`src/rtl/spi_slave.sv`:
```
// SPI mode-0 target run entirely from clk: sclk/mosi/ss_n are oversampled,
// with an RX byte output and a single-entry TX holding register.
module spi_slave #(
    parameter int          SYNC_FLOPS = 2,
    parameter logic [7:0]  TX_DEFAULT = 8'hFF
) (
    input  logic       clk,
    input  logic       reset,
    input  logic       sclk,
    input  logic       mosi,
    input  logic       ss_n,
    output logic       miso,
    output logic       miso_oe,
    input  logic [7:0] tx_byte,
    input  logic       tx_byte_valid,
    output logic       tx_ready,
    output logic [7:0] rx_byte,
    output logic       rx_byte_valid,
    output logic       tx_underrun,
    output logic       busy
);

    typedef enum logic {IDLE, ACTIVE} state_t;

    state_t state, state_next;

    logic [SYNC_FLOPS-1:0] sclk_sr, mosi_sr, ss_sr;
    logic       sclk_s, mosi_s, ss_s;
    logic       sclk_q, ss_q;
    logic       sclk_rise, sclk_fall, ss_fall, ss_rise;

    logic [2:0] bit_cnt;
    logic [7:0] rx_shift;
    logic       rx_done;
    logic [7:0] tx_shift;
    logic [7:0] tx_next;
    logic [7:0] hold_data;
    logic       hold_full;
    logic       hold_write;
    logic       selected;

    logic       start, stop, rx_shift_en, tx_shift_en, consume;

    // Synchronizer chains; preloads match an idle, deselected bus.
    always_ff @(posedge clk) begin
        if (reset) begin
            sclk_sr <= '0;
            mosi_sr <= '0;
            ss_sr   <= '1;
            sclk_q  <= 1'b0;
            ss_q    <= 1'b1;
        end else begin
            sclk_sr <= {sclk_sr[SYNC_FLOPS-2:0], sclk};
            mosi_sr <= {mosi_sr[SYNC_FLOPS-2:0], mosi};
            ss_sr   <= {ss_sr[SYNC_FLOPS-2:0], ss_n};
            sclk_q  <= sclk_s;
            ss_q    <= ss_s;
        end
    end

    assign sclk_s    = sclk_sr[SYNC_FLOPS-1];
    assign mosi_s    = mosi_sr[SYNC_FLOPS-1];
    assign ss_s      = ss_sr[SYNC_FLOPS-1];
    assign sclk_rise = sclk_s & ~sclk_q;
    assign sclk_fall = ~sclk_s & sclk_q;
    assign ss_fall   = ~ss_s & ss_q;
    assign ss_rise   = ss_s & ~ss_q;

    always_ff @(posedge clk) begin
        if (reset)
            state <= IDLE;
        else
            state <= state_next;
    end

    always_comb begin
        state_next = state;
        case (state)
            IDLE:    if (ss_fall) state_next = ACTIVE;
            ACTIVE:  if (ss_rise) state_next = IDLE;
            default: state_next = IDLE;
        endcase
    end

    // Deselect wins over a coincident sclk edge, so a trailing sclk fall that
    // lands with ss_n rising does not consume the holding register.
    always_comb begin
        start       = 1'b0;
        stop        = 1'b0;
        rx_shift_en = 1'b0;
        tx_shift_en = 1'b0;
        consume     = 1'b0;
        case (state)
            IDLE: begin
                start   = ss_fall;
                consume = ss_fall;
            end
            ACTIVE: begin
                stop        = ss_rise;
                rx_shift_en = ~ss_rise & sclk_rise;
                tx_shift_en = ~ss_rise & sclk_fall & (bit_cnt != 3'd0);
                consume     = ~ss_rise & sclk_fall & (bit_cnt == 3'd0);
            end
            default: ;
        endcase
    end

    always_ff @(posedge clk) begin
        if (reset) begin
            bit_cnt       <= '0;
            rx_shift      <= '0;
            rx_byte       <= '0;
            rx_done       <= 1'b0;
            rx_byte_valid <= 1'b0;
        end else begin
            rx_done       <= 1'b0;
            rx_byte_valid <= rx_done;
            if (start || stop) begin
                bit_cnt <= '0;
            end else if (rx_shift_en) begin
                bit_cnt  <= bit_cnt + 3'd1;
                rx_shift <= {rx_shift[6:0], mosi_s};
                if (bit_cnt == 3'd7) begin
                    rx_byte <= {rx_shift[6:0], mosi_s};
                    rx_done <= 1'b1;
                end
            end
        end
    end

    assign tx_next    = hold_full ? hold_data : TX_DEFAULT;
    assign hold_write = tx_byte_valid & ~hold_full;

    always_ff @(posedge clk) begin
        if (reset) begin
            tx_shift    <= '0;
            miso        <= 1'b0;
            selected    <= 1'b0;
            tx_underrun <= 1'b0;
        end else begin
            tx_underrun <= consume & ~hold_full;
            if (stop) begin
                miso     <= 1'b0;
                selected <= 1'b0;
            end else if (consume) begin
                tx_shift <= tx_next;
                miso     <= tx_next[7];
                if (start)
                    selected <= 1'b1;
            end else if (tx_shift_en) begin
                tx_shift <= {tx_shift[6:0], 1'b0};
                miso     <= tx_shift[6];
            end
        end
    end

    // A write can only land while empty, so a same-cycle consume sees the
    // old (empty) content and the new byte stays held.
    always_ff @(posedge clk) begin
        if (reset) begin
            hold_data <= '0;
            hold_full <= 1'b0;
        end else if (hold_write) begin
            hold_data <= tx_byte;
            hold_full <= 1'b1;
        end else if (consume) begin
            hold_full <= 1'b0;
        end
    end

    assign tx_ready = ~hold_full;
    assign miso_oe  = selected;
    assign busy     = selected;

endmodule

```
`config.mk`:
```
export PLATFORM = sky130hd
export DESIGN_NAME = spi_slave
export DESIGN_NICKNAME = d
export VERILOG_FILES = /design/src/rtl/spi_slave.sv
export SDC_FILE = /design/constraint.sdc
export NUM_CORES = 1
export LEC_CHECK = 0
export ABC_AREA = 1
export BUFFER_PORTS_ARGS = -buffer_cell sky130_fd_sc_hd__buf_2
export CORE_ASPECT_RATIO = 0.7
export CORE_UTILIZATION = 52
export CTS_CLUSTER_SIZE = 30
export DETAILED_ROUTE_END_ITERATION = 8
export HOLD_SLACK_MARGIN = 0.06
export PLACE_DENSITY = 0.74
export SYNTH_ARGS = -nofsm -noshare
export SYNTH_HDL_FRONTEND = slang
export SYNTH_SLANG_ARGS = --single-unit
```
`constraint.sdc`:
```
create_clock -name clk -period 1.4 [get_ports clk]
set_input_delay 0.07 -clock clk [delete_from_list [all_inputs] [get_ports clk]]
set_output_delay 0.07 -clock clk [all_outputs]
set_load 0.01 [all_outputs]
```
======== Word level (Yosys, flattened, before mapping) ========
Cells that the tools add are included.
word-level totals
  output and inout bits ................... 14
  register bits ........................... 48
operators by class
  multiplexer cells ....................... 16
  eq/ne operators ......................... 1
  add/subtract/negate cells ............... 1
  bitwise operators ....................... 20
  reduce and logical (&&, ||, !) cells .... 12
operator list
  cell                                                           count
  7-bit two-way mux                                              2
  1-bit two-way mux                                              11
  1-bit bitwise AND                                              10
  1-bit inverter                                                 10
  8-bit two-way mux                                              1
  2-bit AND reduction                                            3
  1-bit case mux with 2 select lines                             2
  2-bit nonzero test                                             2
  2-bit OR reduction                                             2
  3-bit by 1-bit adder with 3-bit output, second input constant  1
  3-bit equality test, second input constant                     1
  3-bit zero test                                                1
  3-bit AND reduction                                            1
  3-bit nonzero test                                             1
  3-bit OR reduction                                             1
  1-bit logical OR                                               1

======== Longest topological paths before layout ========
Gate-level depths: netlist of the first run.
  depth in word-level cells ............... 8
  mapped depth ............................ 8

======== Worst setup path before layout of the first run ========
OpenSTA, ideal clock, no wires.
  path kind ............................... register to register
  start point ............................. register bit_cnt[0]
  end point ............................... register rx_byte[6]
  slack ................................... 0.206 ns
  data arrival time ....................... 1.081 ns
  buffers on the path ..................... 1
  period minus slack after synthesis ...... 1.194 ns
  stages on the path, launching flop included .. 9
  path through ............................ dfxtp_1 ha_1 ha_1 inv_1 nor2_4 buf_4 nand2_1 nand2_1 nor2_1
on the way
  longest elaborated chain between the ends .. 2
ends and longest elaborated chain
  what                           RTL line  source
  from (decl)                    32        logic [2:0] bit_cnt;
  from (signal assigned)         121       bit_cnt <= bit_cnt + 3'd1;
  3-bit equality test            123       if (bit_cnt == 3'd7) begin
  3-bit AND reduction (no line)  n/a
  to (signal assigned)           124       rx_byte <= {rx_shift[6:0], mosi_s};
  to (decl)                      17        output logic [7:0] rx_byte,
No other way between the ends.
A chain may end at the register's enable or synchronous reset.

======== Worst setup path in the final report of the first run ========
  start point ............................. register bit_cnt[0]
  end point ............................... register tx_shift[6]
on the way
  longest elaborated chain between the ends .. 5
  elaborated cells on any way between the ends .. 9
  classes of those cells .................. mux: 3; bitwise: 2; reduce/logical: 4
ends and longest elaborated chain
  what                                                                            RTL line  source
  3-bit zero test / 3-bit nonzero test (equally long branches)                    102, 101
  1-bit bitwise AND (on tied branches)                                            102, 101
  1-bit case mux with 2 select lines / 1-bit two-way mux (equally long branches)  93        case (state)
  2-bit nonzero test (no line)                                                    n/a
  2-bit AND reduction (no line)                                                   n/a
  to (signal assigned)                                                            146       tx_shift <= tx_next;
  to (signal assigned)                                                            151       tx_shift <= {tx_shift[6:0], 1'b0};
  to (decl)                                                                       35        logic [7:0] tx_shift;
Several ways; a longest one is shown, not always the timed one.

==> qor.yml, run 1 <==
internal-power_mw: 2.04
grt_busiest_layer: "met2"
status: "finished clean"
syn_area_mm2: 0.00186
synthCells: 242
rows: 17
met2_usage: 0.326
placed_area_mm2: 0.00206
cts_buffers: 5
place.gp.congestion: 0.821
grt_start_max_net_pins: 22
cts-root-buf: "clkbuf_8"
setup-violations-final: 0
layout_commonest_cell: "nor2_1"
ys_warn_count: 0
finClkSkew_ns: 0.00456
seqPwrFrac: 0.548
grt_pass1_vias: 1400
initial_core_util: 0.568
synth_nets: 259
worstPathMaxFanout: 15
die_w_um: 73.5
viasPerCell: 4.75
path_class: "reg -> reg"
yosys_register_bits: 48
drt_wl_total_um: 3460
cts.sinks: 48
drt_iter0_drc: 80
leakage_nw: 1.07
gr-usage-met3: 0.0581
drive_gt1_frac: 0.191
final_antenna_net_count: 0
port_buffers: 27
p_clk_frac: 0.360
ir_worst_vdd_mv: 0.743
final_hold_viol_count: 0
path_clk_slew_ns: 0.08
fp.dieArea_mm2: 0.00383
grtUsageMet1: 0.277
dp_hpwl_um: 2270
ios: 28
switching_share: 0.225
first_pass_iters: 4
antenna_found_initial: 0
track_usage: 0.207
n_antenna_cell: 0
fp.dieH_um: 52.0
p_sw_mw: 0.593
avgSynthCellArea_um2: 7.69
core_area_mm2: 0.00328
yosysUniqueCellTypes: 23
cts_tree: "yes"
max_clock_freq_mhz: 782
area_delta_synth_final_pct: 23.0
cp.required_ns: 1.58
start_kind: "register"
route.detailed.drc: 0
wl_per_cell_um: 10.5
stdcell_area_mm2: 0.00229
final_cell_mix: "49 x nor2_1, 47 x dfxtp_1, 38 x nand2_1"
worst_setup_path_end_kind: "register"
rsz0062_at_grt: "false"
gr-total-overflow: 0
fin_crit_sh: 0.913
max_slew_margin: 0.757
period_needed_ns: 1.28
crit_arrival_ns: 1.45
pwr-share-comb: 0.092
worstMarginPinSlew_ns: 0.363
grt_pass1_wl_um: 5950
htreeDepth: 2
clk-insertion-delay-late_ns: 0.29
hp-class: "in -> reg"
clk_path_buf_depth: 2
drv_cap: 0
powerDensity_mw_per_mm2: 1150
drv_slew: 0
vias: 1568
nets: 301
fin_tns_setup_ns: 0
ys_seq_area_frac: 0.516
through the flow:
stage               hold slack (ns)  std cells  setup slack [ns]  utilization  power (mW)
floorplan                     0.174        242             0.206            -        1.63
global placement              0.252        312             0.154        0.628        1.69
detailed placement            0.254        312             0.123        0.628        1.69
CTS                           0.102        329            0.0816        0.692        2.63
global route                  0.109        330            0.0232        0.699        2.75
finish                       0.0897        330             0.122        0.699        2.63
final cells by class:
class,instances,area [µm²]
inverters,29,109
flip-flops and latches,48,962
multi-input cells,154,729
clock buffers,5,68.8
repair buffers,46,330
fillers,303,987
clock inverters,1,30.0
well taps,47,58.8
synthesized netlist by cell type:
master	instances	share of area
a21boi_1	1	0.0040
inv_2	5	0.010
inv_1	24	0.048
or2_2	2	0.0067
nor3_1	2	0.0054
nand2_2	1	0.0034
nand3_1	2	0.0054
dfxtp_1	48	0.52
nand2_1	38	0.077
o21a_1	1	0.0040
a21oi_1	18	0.048
nor2_4	1	0.0061
clkbuf_1	6	0.012
nand3_2	2	0.011
buf_2	1	0.0027
buf_6	1	0.0061
ha_1	3	0.020
nand3b_1	5	0.020
nand4_2	1	0.0067
o21ai_0	16	0.043
buf_4	3	0.012
o21ai_1	12	0.032
nor2_1	49	0.099
sequential cells by signal (all words and copies together), names as in the netlist:
register,flops
bit_cnt,3
busy,1
hold_data,8
hold_full,1
miso,1
mosi_sr,2
rx_byte,8
rx_byte_valid,1
rx_done,1
rx_shift,7
sclk_q,1
sclk_sr,2
ss_q,1
ss_sr,2
state,1
tx_shift,7
tx_underrun,1
worst max-delay path, cell delays in order, from the launching register on:
cell and delay, ns:
dfxtp_1 0.35, inv_1 0.07, ha_1 0.19, nand2_1 0.08, nand2_1 0.09, buf_12 0.16
o21ai_1 0.14, a21oi_1 0.08
worst paths after layout:
check / end / startpoint / cells past startpoint / slack, ns
worst max-delay path: tx_shift[6]$_SDFFE_PP0P_ / bit_cnt[0]$_SDFFE_PP0P_ / 7 / 0.12
worst min-delay path: sclk_q$_SDFF_PP0_ / reset / 2 / 0.09
worst max register to register: tx_shift[6]$_SDFFE_PP0P_ / bit_cnt[0]$_SDFFE_PP0P_ / 7 / 0.12
worst min register to register: mosi_sr[1]$_SDFF_PP0_ / mosi_sr[0]$_SDFF_PP0_ / 2 / 0.40
logic make-up (layout without fill, tap and decap cells):
logic type | Yosys count | in the layout | share of synthesized area
simple gates | 103 | 103 | 0.240
compound gates | 48 | 48 | 0.132
flops | 48 | 48 | 0.516
buf+inv | 40 | 81 | 0.0915
fa+ha+maj | 3 | 3 | 0.0202
power groups by stage:
stage          Sequential (mW)  Combinational (mW)  Clock (mW)
6_report                  1.44               0.242       0.947
5_1_grt                   1.45               0.278        1.02
4_1_cts                   1.44               0.240       0.949
3_5_place_dp              1.48               0.216           0
3_3_place_gp              1.47               0.212           0
2_1_floorplan             1.47               0.155           0
metal layers:
layer	routed length (µm)	part of all wire
met4	28	0.0081
met3	203	0.059
met1	1750	0.50
met5	0	0
met2	1490	0.43
repair_timing:
item	4_1_cts	5_1_grt
endpoints found under the setup margin	0	9
buffers inserted	0	1
hold buffers	11	0
endpoints found under the hold margin	11	0
resized for setup	0	1
No activity file was read; power rests on OpenSTA's default activity.
==> run 2, diff against run 1 <==
ABC_AREA = default   (was 1)
CELL_PAD_IN_SITES_DETAIL_PLACEMENT = 1   (was default)
CELL_PAD_IN_SITES_GLOBAL_PLACEMENT = 2   (was default)
CORE_UTILIZATION = 35   (was 52)
PLACE_DENSITY = 0.78   (was 0.74)
==> qor.yml, run 2 <==
final_hold_viol_count: 0  # unchanged
cts.sinks: 48  # unchanged
ys.flop_type: "dfxtp_1"
fp.dieArea_mm2: 0.00572  # +50%
core_area_mm2: 0.00523  # +60%
fillers: 602  # +99%
synth.area.top_cells: "dfxtp_1 51%, mux2i_1 13%, nor2_1 5.0%"
ios: 28  # unchanged
fp.dieH_um: 63.6  # +22%
first_pass_iters: 4  # unchanged
max_slew_margin: 0.683  # -0.0739
antenna_found_initial: 0  # unchanged
synth.most_common_cell: "dfxtp_1"
track_usage: 0.155  # -0.0526
worstPathMaxFanout: 5  # -10
route.detailed.drc: 0  # unchanged
clk-insertion-delay-late_ns: 0.30  # about the same
p_sw_mw: 0.640  # +8.0%
cp_cell_sequence: "inv_1 -> ha_4 -> a21oi_4 -> mux2i_1 -> a211oi_2"
ir_worst_vdd_mv: 0.456  # -39%
drive_gt1_frac: 0.288  # +0.0967
max_clock_freq_mhz: 720  # -8.0%
fin_hold_ws_ns: 0.194  # +0.104 ns
synth_nets: 210  # -19%
reg_top3: "hold_data (8), rx_byte (8)"
crit_end: "tx_shift[5]$_SDFFE_PP0P_"
port_buffers: 27  # unchanged
grt_pass1_wl_um: 6970  # +17%
crit_start: "bit_cnt[1]$_SDFFE_PP0P_"
synth_common_cells: "48 x dfxtp_1, 25 x nor2_1, 24 x mux2i_1, 19 x nand2_1, 15 x a21oi_1"
yosysUniqueCellTypes: 30  # +30%
finClkSkew_ns: 0.00274  # -0.00182 ns
ys_warn_count: 0  # unchanged
yosys_register_bits: 48  # unchanged
cts_buffers: 5  # unchanged
yosysTopAreaCell: "dfxtp_1"
initial_core_util: 0.362  # -0.206
async_reset_ff_frac: 0  # unchanged
reg2reg_depth: 5  # -2
powerDensity_mw_per_mm2: 1110  # -3.5%
period_needed_ns: 1.39  # +0.112 ns
rrSetupSlack_ns: 0.01  # -0.11 ns
grt_pass1_vias: 1506  # +7.6%
hp-start: "reset"
synth_top_cell_area_share: 0.507  # -0.00955
layout_commonest_cell: "dfxtp_1"
worstMarginPinSlew_ns: 0.475  # +0.112 ns
rows: 22  # +5
switching_share: 0.233  # +0.00780
final_cell_mix: "43 x dfxtp_1, 27 x buf_2, 25 x nor2_1"
leakage_nw: 1.10  # +2.0%
crit_arrival_ns: 1.57  # +0.12 ns
cp.depth: 5  # -2
cp.required_ns: 1.58  # about the same
synth_edf_count: 0  # unchanged
avgSynthCellArea_um2: 9.82  # +28%
crit_buf_inv: 1  # -1
setup-violations-final: 0  # unchanged
htreeDepth: 2  # unchanged
hp-class: "in -> reg"
ys_seq_area_frac: 0.507  # -0.00955
cts-root-buf: "clkbuf_8"
viasPerCell: 4.69  # -1.3%
rsz0062_at_grt: "true"
crit_family: "flip-flops"
r2r-end: "tx_shift[5]$_SDFFE_PP0P_"
cts_tree: "yes"
pwr-share-comb: 0.084  # -0.008
seqPwrFrac: 0.526  # -0.022
worst_setup_path_end_kind: "register"
synthCells: 193  # -20%
fin_cells: 312  # -5.5%
syn_area_mm2: 0.00190  # +1.9%
area_delta_synth_final_pct: 30.6
p_clk_frac: 0.390  # +0.030
path_clk_slew_ns: 0.09  # about the same
drv_cap: 0  # unchanged
path_class: "reg -> reg"
gr-total-overflow: 0  # unchanged
nets: 256  # -15%
clk_path_buf_depth: 2  # unchanged
fin_util: 0.473  # -0.225
wl_per_cell_um: 13.7  # +31%
grt_start_max_net_pins: 27  # +23%
final_antenna_net_count: 0  # unchanged
n_antenna_cell: 0  # unchanged
dp_hpwl_um: 2680  # +18%
vias: 1463  # -6.7%
internal-power_mw: 2.11  # +3.3%
drv_slew: 0  # unchanged
hold_depth: 2  # unchanged
cp_slowest_stage_delay_ns: 0.37  # +0.02 ns
place.gp.congestion: 0.676  # -18%
die_w_um: 90.0  # +22%
start_kind: "register"
dpl.cell_count: 287  # -8.0%
drt_iter0_drc: 62  # -23%
finalPower_mw: 2.75  # +4.4%
fin_crit_sh: 0.993  # +0.0797
status: "finished clean"
drt_wl_total_um: 4280  # +23%
reg2reg_from: "bit_cnt[1]$_SDFFE_PP0P_"
cp_slowest_cell: "dfxtp_4"
==> run 2: cells by family (layout without fill, tap and decap cells) <==
kind of cell / count (synthesis) / in the layout / synth area share
simple gates: 70 / 70 / 0.180
flops: 48 / 48 / 0.507
compound gates: 28 / 29 / 0.112
mux: 24 / 24 / 0.127
buf+inv: 19 / 65 / 0.0502
fa+ha+maj: 3 / 3 / 0.0198
xor+xnor: 1 / 1 / 0.00462
==> run 2: worst min path at each step <==
stage | end | slack, ns
4_1_cts | sclk_q$_SDFF_PP0_ | 0.19
5_1_grt | rx_shift[4]$_SDFFE_PP0P_ | 0.21
2_1_floorplan | ss_sr[0]$_SDFF_PP1_ | 0.17
6_report | rx_byte[4]$_SDFFE_PP0P_ | 0.19
3_3_place_gp | ss_sr[0]$_SDFF_PP1_ | 0.26
3_5_place_dp | ss_sr[0]$_SDFF_PP1_ | 0.26
==> run 2: power groups by stage <==
stage	clock [mW]	combinational (mW)	sequential (mW)
after global placement	0	0.198	1.47
after floorplan	0	0.153	1.46
after global routing	1.17	0.261	1.45
after detailed placement	0	0.206	1.48
final	1.07	0.232	1.44
after CTS	1.09	0.233	1.45
==> run 2: routing by layer <==
metal | part of all wire | GRT usage
met5 | 0 | 0
met4 | 0.015 | 0.0665
met3 | 0.025 | 0.0338
met2 | 0.48 | 0.247
met1 | 0.48 | 0.202
==> run 2: what timing repair did <==
item,CTS,global route
pin swaps,1,4
endpoints found under the setup margin,8,18
setup buffers,2,3
hold buffers,11,0
gates cloned,1,1
resized for setup,1,13
endpoints found under the hold margin,11,0
==> run 2: final cells by class <==
class / instances / area [µm²] / share of cell area
Clock buffer: 6 / 82.6 / 0.0334
Inverter: 7 / 26.3 / 0.0106
Multi-Input combinational cell: 127 / 886 / 0.358
Tap cell: 72 / 90.1 / 0.0364
Clock inverter: 2 / 38.8 / 0.0157
Timing Repair Buffer: 50 / 382 / 0.154
Sequential cell: 48 / 970 / 0.392
==> run 2: worst register-to-register path: stages (launching register included) <==
cell      delay [ns]
dfxtp_4         0.37
inv_1           0.08
ha_4            0.19
a21oi_4         0.27
mux2i_1         0.27
a211oi_2        0.10
==> run 2: stage by stage <==
step / setup slack [ns] / area, µm² / setup TNS [ns]
finish: 0.0105 / 2470 / 0
global route: -0.0686 / 2470 / -0.286
CTS: 0.00678 / 2390 / 0
detailed placement: -0.108 / 2130 / -0.510
global placement: -0.0142 / 2130 / -0.0260
floorplan: 0.0461 / 1900 / 0
